$ cat config.mk
export PLATFORM = sky130hd
export DESIGN_NAME = normal_flit_scheduler
export DESIGN_NICKNAME = d
export VERILOG_FILES = /design/src/rtl/normal_flit_scheduler.sv
export SDC_FILE = /design/constraint.sdc
export NUM_CORES = 1
export LEC_CHECK = 0
export CORE_MARGIN = 2
export CORE_UTILIZATION = 40
export DETAILED_ROUTE_END_ITERATION = 12
export GPL_TIMING_DRIVEN = 0
export PLACE_DENSITY = 0.86
export SYNTH_ARGS = -nofsm -noshare
export SYNTH_HDL_FRONTEND = slang
export SYNTH_SLANG_ARGS = --single-unit
export TNS_END_PERCENT = 5
$ cat constraint.sdc
create_clock -name nocclk -period 3.2 [get_ports nocclk]
set_clock_uncertainty 0.1 [all_clocks]
set_input_delay 0.8 -clock nocclk [delete_from_list [all_inputs] [get_ports nocclk]]
set_output_delay 0.8 -clock nocclk [all_outputs]
set_load 0.03 [all_outputs]
$ cat src/rtl/normal_flit_scheduler.sv
// Normal-flit scheduler: round-robin pick of local/forwarded flits, routing lookup with timeout,
// and hand-off to the flit generator with drop accounting.
package types;
  typedef logic [7:0] node_id_t;

  typedef struct packed {
    node_id_t    dst_id;
    node_id_t    src_id;
    logic [7:0]  vc_type;
  } hdr_t;

  typedef struct packed {
    hdr_t        hdr;
    logic [31:0] payload;
  } flit_t;
endpackage

module normal_flit_scheduler #(
  parameter int unsigned LOOKUP_TIMEOUT = 16,
  parameter int unsigned CNT_W          = 16
) (
  input  logic                 nocclk,
  input  logic                 rst_n,
  input  types::flit_t         local_flit,
  input  logic                 local_valid,
  output logic                 local_ready,
  input  types::flit_t         fwd_flit,
  input  logic                 fwd_valid,
  output logic                 fwd_ready,
  input  types::node_id_t      this_node_id,
  output logic                 lookup_req,
  output types::node_id_t      lookup_dst,
  input  logic                 lookup_done,
  input  logic                 lookup_hit,
  input  types::node_id_t      lookup_next,
  output types::flit_t         gen_flit,
  output logic                 gen_flit_valid,
  output types::node_id_t      gen_next_destination,
  output logic                 gen_next_destination_valid,
  output logic                 gen_is_destination_self,
  input  logic                 gen_flit_out_valid,
  input  logic                 tx_ready,
  output logic                 busy,
  output logic [CNT_W-1:0]     drop_cnt
);

  typedef enum logic [1:0] {StIdle, StLookup, StSend} state_e;

  state_e          state_q, state_d;
  logic            prio_q;
  logic [7:0]      tmo_q;
  types::flit_t    flit_q;
  types::node_id_t next_hop_q;
  logic            nh_valid_q;
  logic            self_q;
  logic [CNT_W-1:0] drop_cnt_q;

  logic            grant_local, grant_fwd, accept;
  types::flit_t    sel_flit;
  logic            sel_is_self, lookup_expired, drop;

  // prio_q = 1 means the forward source is preferred when both are valid.
  always_comb begin
    grant_local    = local_valid & (~fwd_valid | ~prio_q);
    grant_fwd      = fwd_valid & (~local_valid | prio_q);
    sel_flit       = grant_fwd ? fwd_flit : local_flit;
    sel_is_self    = (sel_flit.hdr.dst_id == this_node_id);
    accept         = (state_q == StIdle) & (grant_local | grant_fwd);
    lookup_expired = (tmo_q >= 8'(LOOKUP_TIMEOUT - 1));
    drop           = (state_q == StSend) & ~gen_flit_out_valid;
  end

  always_ff @(posedge nocclk or negedge rst_n) begin
    if (!rst_n) state_q <= StIdle;
    else        state_q <= state_d;
  end

  always_comb begin
    state_d = state_q;
    unique case (state_q)
      StIdle:   if (accept) state_d = sel_is_self ? StSend : StLookup;
      StLookup: if (lookup_done || lookup_expired) state_d = StSend;
      StSend:   if (!gen_flit_out_valid || tx_ready) state_d = StIdle;
      default:  state_d = StIdle;
    endcase
  end

  // Ready is gated by rst_n so it stays low while reset is held and valids are up.
  always_comb begin
    local_ready    = rst_n & (state_q == StIdle) & grant_local;
    fwd_ready      = rst_n & (state_q == StIdle) & grant_fwd;
    lookup_req     = (state_q == StLookup);
    gen_flit_valid = (state_q == StSend);
    busy           = (state_q != StIdle);
  end

  always_ff @(posedge nocclk or negedge rst_n) begin
    if (!rst_n) begin
      prio_q     <= 1'b0;
      tmo_q      <= 8'd0;
      flit_q     <= '0;
      next_hop_q <= '0;
      nh_valid_q <= 1'b0;
      self_q     <= 1'b0;
      drop_cnt_q <= '0;
    end else begin
      if (accept) begin
        prio_q     <= grant_local;
        flit_q     <= sel_flit;
        self_q     <= sel_is_self;
        nh_valid_q <= 1'b0;
        tmo_q      <= 8'd0;
      end else if (state_q == StLookup) begin
        tmo_q <= tmo_q + 8'd1;
        if (lookup_done) begin
          nh_valid_q <= lookup_hit;
          if (lookup_hit) next_hop_q <= lookup_next;
        end
      end
      if (drop && (drop_cnt_q != '1)) drop_cnt_q <= drop_cnt_q + CNT_W'(1);
    end
  end

  assign lookup_dst                 = flit_q.hdr.dst_id;
  assign gen_flit                   = flit_q;
  assign gen_next_destination       = next_hop_q;
  assign gen_next_destination_valid = nh_valid_q;
  assign gen_is_destination_self    = self_q;
  assign drop_cnt                   = drop_cnt_q;

endmodule

==> results of run 1 <==
cell type report:
cell class,instances,share of cell area (%)
Inverter,7,0.363
Clock inverter,6,1.19
Timing Repair Buffer,232,32.3
Tap cell,140,2.42
Multi-Input combinational cell,299,27.3
Sequential cell,93,32.1
Clock buffer,10,1.90
Buffer,28,2.42
logic make-up (layout without fill, tap and decap cells):
kind of cell	Yosys count	count (layout)	synth area share, %
fa+ha+maj	2	2	0.559
compound gates	77	77	9.76
mux	66	66	15.1
simple gates	128	128	13.4
buf+inv	35	283	4.06
xor+xnor	26	26	5.09
flops	93	93	52.0
layout by cell type, fill, tap and decap left out, types with 7 or more instances in the layout:
| cell type | n |
|---|---|
| buf_4 | 11 |
| mux2i_1 | 57 |
| xnor2_1 | 13 |
| inv_1 | 7 |
| dfrtp_1 | 93 |
| nor2_1 | 19 |
| xor2_1 | 13 |
| clkbuf_8 | 10 |
| nand3_1 | 12 |
| o21ai_0 | 56 |
| clkdlybuf4s50_1 | 225 |
| clkbuf_1 | 13 |
| nand2_1 | 69 |
| mux2_2 | 8 |
flip-flops by register name (all words and copies together) (netlist names):
signal and count:
gen_is_destination_self 1, gen_next_destination_valid 1, tmo_q 8, lookup_dst 8
drop_cnt 16, prio_q 1, gen_next_destination 8, gen_flit 48
state_q 2
worst paths after layout:
kind,end,slack [ns],depth (start not counted)
max,local_ready,0.21,5
min,drop_cnt[6],0.19,1
max reg2reg,gen_flit[39],1.11,6
min reg2reg,gen_flit[32],0.39,2
max in group asynchronous,gen_flit[17],2.23,2
min in group nocclk,gen_flit[32],0.39,2
synthesized netlist by cell type (all sizes together), types with 2 or more instances:
| cell | instances | area [um^2] |
|---|---|---|
| dfrtp | 93 | 2330 |
| nand2 | 69 | 259 |
| o21ai | 58 | 294 |
| mux2i | 57 | 571 |
| nor2 | 19 | 71.3 |
| buf | 15 | 106 |
| nand3 | 14 | 80.1 |
| clkbuf | 13 | 48.8 |
| xnor2 | 13 | 114 |
| xor2 | 13 | 114 |
| mux2 | 9 | 105 |
| inv | 7 | 26.3 |
| a21oi | 5 | 25.0 |
| nand4 | 5 | 31.3 |
| nor2b | 5 | 31.3 |
| and3 | 3 | 23.8 |
| a2111oi | 2 | 17.5 |
| a31oi | 2 | 12.5 |
| and2 | 2 | 15.0 |
| and4 | 2 | 20.0 |
| ha | 2 | 25.0 |
| nor3b | 2 | 15.0 |
| o31ai | 2 | 15.0 |
| or2 | 2 | 12.5 |
| or4 | 2 | 18.8 |
repair_timing:
item	CTS	global route
hold buffers	0	0
setup endpoints to repair	2	34
buffers inserted	1	0
pin swaps	1	0
resized for setup	13	6
power breakdown:
group	internal (mW)	switching, mW	leakage, nW	total, mW
Combinational	1.44	1.98	1.94	3.42
Clock	0.460	0.422	0.112	0.882
Sequential	1.64	0.300	1.17	1.94
Total	3.54	2.70	3.22	6.24
metal layers:
layer | vias to the layer above | part of all wire [%] | global-route usage [%]
met5 | - | 0 | 0
met4 | 0 | 2.4 | 8.32
met3 | 27 | 7.5 | 6.28
met2 | 157 | 52 | 40.6
met1 | 2012 | 38 | 26.0
li1 | 1957 | - | -
==> flow_summary_export.csv, run 1 <==
group,metric,value,unit
clocking,clockBufferDepth,2,
setup_path,crit_start,"rst_n",
grt,grt_pass1_vias,4269,
floorplan,dieHeight,110,um
finish,regArea,2330,um^2
finish,drive_above_1_share,8.15,%
logic_synthesis,ys_dominant_reg_cell,"dfrtp_1",
finish,fin_util,66.6,%
setup_path,critical_path_buf_inv_count,3,
finish,multi_input_area,1980,um^2
finish,stdcell_count,815,
timing,worst_slack,0.207,ns
routing,drt-total-wl,13.7,mm
setup_path,worstPathArrival,2.09,ns
logic_synthesis,ys_types,46,
routing,vias_per_cell,5.10,
setup_path,cp_slowest_cell,"a211oi_1",
grt,grt_pass1_wl,20.8,mm
floorplan,dieArea,12000,um^2
timing,setup-violations-final,0,
setup_path,path_max_fanout,53,
finish,stdcell_area,7250,um^2
routing,postRouteAntennaNets,0,
clocking,cts_num_sinks,93,
floorplan,num_rows,38,
logic_synthesis,synth.avg_cell_area,10.5,um^2
clocking,cts_buffers,9,
run_status,status,"finished clean",
logic_synthesis,syn_area,4470,um^2
setup_path,critPathCaptureType,"output pin",
setup_path,max_stage_delay,0.31,ns
clocking,clk_latency,0.36,ns
routing,drt_iter0_markers,127,
floorplan,die_x,110,um
clocking,cts-htree-levels,3,
routing,remaining_drc_errors,0,
placed_design,place_area,6980,um^2
floorplan,core_area,10900,um^2
timing,finalCritPeriodShare,93.5,%
setup_path,start_kind,"input pin",
logic_synthesis,ys_warn_count,0,
pwr,power,6.24,mW
clocking,cts_tree,"yes",
timing,maxSlewHeadroom,61.2,%
setup_path,required,2.30,ns
grt,gr-usage-all-layers,22.8,%
routing,wl_per_cell,16.8,um
finish,area_growth,62.0,%
flow_run,max_cap_violations,0,
hold_path,min_path_type,"in -> async",
placed_design,port_buffers,230,
placed_design,dp.cells,798,
grt,overflow,0,
placed_design,gp_congestion,0.833,
routing,vias,4153,
timing,fmax,0.334,GHz
logic_synthesis,synth_edf_count,0,
pwr,p_leak,3.22,nW
floorplan,initial_core_util,41.1,%
setup_path,path_class,"in -> out",
timing,hold_viol,0,
logic_synthesis,async_reset_ff_share,100,%
timing,tns,0,ns
pwr,vdd_drop_max,0.000549,V
timing,worst_slew_pin_slew,0.583,ns
timing,rsz0062_at_grt,"false",
setup_path,cp_cell_sequence,"buf_8 > buf_16 > nand2_1 > a211oi_1 > clkbuf_2",
logic_synthesis,synth_fp_nets,565,
logic_synthesis,syn_inst,427,
grt,antenna_found_initial,0,
timing,hold_slack,0.195,ns
placed_design,pre_cts_ws,-1.07,ns
logic_synthesis,ys_ff_latch,93,
placed_design,dp_hpwl,10.8,mm
timing,maxSlewViolCount,0,
floorplan,num_io_pins,231,
grt,grt_start_max_net_pins,54,
clocking,clkTransAtPathRegs,0.09,ns
finish,fin_nets,808,
timing,period_needed,2.99,ns
finish,n_antenna_cell,0,
pwr,power_density,861,nW/um^2
clocking,cts-root-buf,"clkbuf_8",
setup_path,crit_family,"buffers and inverters",
finish,n_fill_cell,848,
logic_synthesis,ys_seq_area_share,52.0,%
routing,drt_first_pass_iters,4,
setup_path,crit-reg2reg-launch,"state_q[1]",
Note: power is estimated with default switching activity, not from simulation.
==> run 2: changes to the inputs <==
Clock period 3.2 ns to 3.7 ns, I/O delays scaled along.
==> flow_summary_export.csv, run 2 (synthesis gave the netlist of run 1 again) <==
group,metric,value,unit
run_status,status,"finished clean",
routing,drt_first_pass_iters,4,
hold_path,min_path_type,"in -> async",
finish,fin_nets,808,
placed_design,dp.cells,798,
clocking,cts_hold_buf,0,
pwr,clock_power_share,14.1,%
grt,grt_pass1_vias,4267,
clocking,clockBufferDepth,2,
finish,drive_above_1_share,7.70,%
finish,final_cell_mix,"clkdlybuf4s50_1, dfrtp_1, nand2_1, mux2i_1, o21ai_0",
setup_path,start_kind,"input pin",
pwr,comb_power_share,54.8,%
setup_path,max_stage_delay,0.56,ns
finish,n_fill_cell,849,
timing,worst_slew_pin_slew,0.812,ns
timing,finalCritPeriodShare,97.7,%
setup_path,required,2.67,ns
floorplan,num_io_pins,231,
clocking,clk_latency,0.36,ns
clocking,cts-root-buf,"clkbuf_8",
timing,tns,0,ns
floorplan,core_area,10900,um^2
setup_path,worst-r2r-cell-count,6,
routing,drt_iter0_markers,119,
setup_path,path_max_fanout,10,
grt,antenna_found_initial,0,
floorplan,dieArea,12000,um^2
floorplan,initial_core_util,41.1,%
flow_run,max_cap_violations,0,
grt,gr-usage-all-layers,22.8,%
timing,rsz0062_at_grt,"false",
routing,postRouteAntennaNets,0,
setup_path,crit_top_cell,"buf_6",
timing,maxSlewHeadroom,45.5,%
pwr,power_density,745,nW/um^2
routing,vias,4140,
finish,stdcell_area,7230,um^2
placed_design,place_area,6980,um^2
routing,vias_per_cell,5.08,
timing,fmax,0.277,GHz
pwr,p_int,3.06,mW
placed_design,dp_hpwl,10.8,mm
clocking,clkTransAtPathRegs,0.09,ns
routing,wl_per_cell,16.7,um
grt,overflow,0,
setup_path,cp_slowest_cell,"clkdlybuf4s50_1",
setup_path,crit-reg2reg-launch,"state_q[1]",
setup_path,cp_cell_sequence,"clkdlybuf4s50_1 > inv_1 > o21ai_4 > buf_6 > buf_6 > nor2_1 > dlygate4sd2_1",
timing,setup-violations-final,0,
clocking,cts_buffers,9,
finish,largest_reg_flops,48,
routing,drt-total-wl,13.6,mm
clocking,cts_num_sinks,93,
pwr,seqPwrFrac,31.1,%
timing,hold_viol,0,
timing,period_needed,3.61,ns
placed_design,gp_congestion,0.833,
timing,maxSlewViolCount,0,
clocking,cts-htree-levels,3,
floorplan,dieHeight,110,um
setup_path,crit_family,"buffers and inverters",
grt,grt_start_max_net_pins,54,
pwr,vdd_drop_max,0.000475,V
placed_design,port_buffers,230,
setup_path,worstPathArrival,2.59,ns
setup_path,critPathCaptureType,"output pin",
clocking,cts_tree,"yes",
setup_path,critical_path_buf_inv_count,5,
finish,area_growth,61.6,%
setup_path,path_class,"in -> out",
setup_path,r2r-end,"gen_flit[44]",
pwr,p_leak,3.21,nW
finish,n_antenna_cell,0,
finish,stdcell_count,815,
floorplan,num_rows,38,
setup_path,r2r_setup_slack,1.37,ns
grt,grt_pass1_wl,20.7,mm
finish,final_common_cell,"clkdlybuf4s50_1",
pwr,switching_share,43.2,%
routing,remaining_drc_errors,0,
pwr,p_switching,2.33,mW
floorplan,die_x,110,um
==> run 2: changes by cell type in the layout (fill, tap and decap cells not counted) <==
cell	previous run	this run
buf_6	1	4
buf_8	3	0
clkdlybuf4s50_1	225	227
dlygate4sd2_1	0	2
dlymetal6s2s_1	2	0
clkbuf_2	1	0
clkdlybuf4s15_2	1	0
o21ai_1	0	1
o21ai_2	1	0
==> run 2: how the worst max path moves through the flow <==
| stage | startpoint | end | slack (ns) | cells past startpoint |
|---|---|---|---|---|
| final | local_valid | fwd_ready | 0.09 | 7 |
| after global placement | rst_n | local_ready | -3.17 | 4 |
| after detailed placement | local_valid | fwd_ready | -0.82 | 7 |
| after CTS | local_valid | fwd_ready | 0.05 | 7 |
| after global routing | local_valid | fwd_ready | 0.04 | 7 |
| after floorplan | local_valid | fwd_ready | 0.69 | 5 |
==> run 2: worst register-to-register path, delay by kind of cell, from the launching register on <==
family	cells	cell delay (ns)
buf+inv	2	0.96
compound gates	2	0.55
flops	1	0.42
simple gates	2	0.21
==> run 2: stage by stage <==
stage               util, %  hold slack [ns]  setup slack [ns]  power [mW]
floorplan                 -            0.393             0.690        3.31
global placement       63.8            0.361             -3.17        4.56
detailed placement     64.1            0.369            -0.819        4.66
CTS                    66.4            0.372            0.0528        5.43
global route           66.4            0.376            0.0382        5.69
finish                 66.4            0.362            0.0869        5.39
==> run 2: per-layer routing <==
metal / wire, um / GRT usage (%)
met3: 1000 / 6.28
met4: 326 / 8.32
met5: 0 / 0
met2: 7050 / 40.5
met1: 5260 / 26.0
==> run 2: power groups by stage <==
stage,logic (mW),registers (mW),clock network [mW]
2_1_floorplan,0.915,2.39,0
3_3_place_gp,2.89,1.67,0
3_5_place_dp,2.96,1.69,0
4_1_cts,2.98,1.68,0.770
5_1_grt,3.15,1.72,0.811
6_report,2.95,1.67,0.759
==> run 2: final cells by class <==
cell class	count	area [um^2]	area share, %
buffer	28	168	2.32
clock buffer	10	138	1.90
clock inverter	6	86.3	1.19
inverter	7	26.3	0.364
multi-input combinational	299	1970	27.3
sequential	93	2330	32.2
tap	140	175	2.42
timing repair buffer	232	2340	32.3
==> run 2: timing repair <==
action                                  4_1_cts  5_1_grt
pin swaps                                     1        0
gates resized for setup                       7        1
endpoints found under the setup margin        2        1
setup buffers                                 1        0
==> run 3: changes to the inputs <==
Settings changed: HOLD_SLACK_MARGIN from default to 0.05.
==> results of run 3 <==
The final DEF is identical to that of run 2; final timing and power are the same.
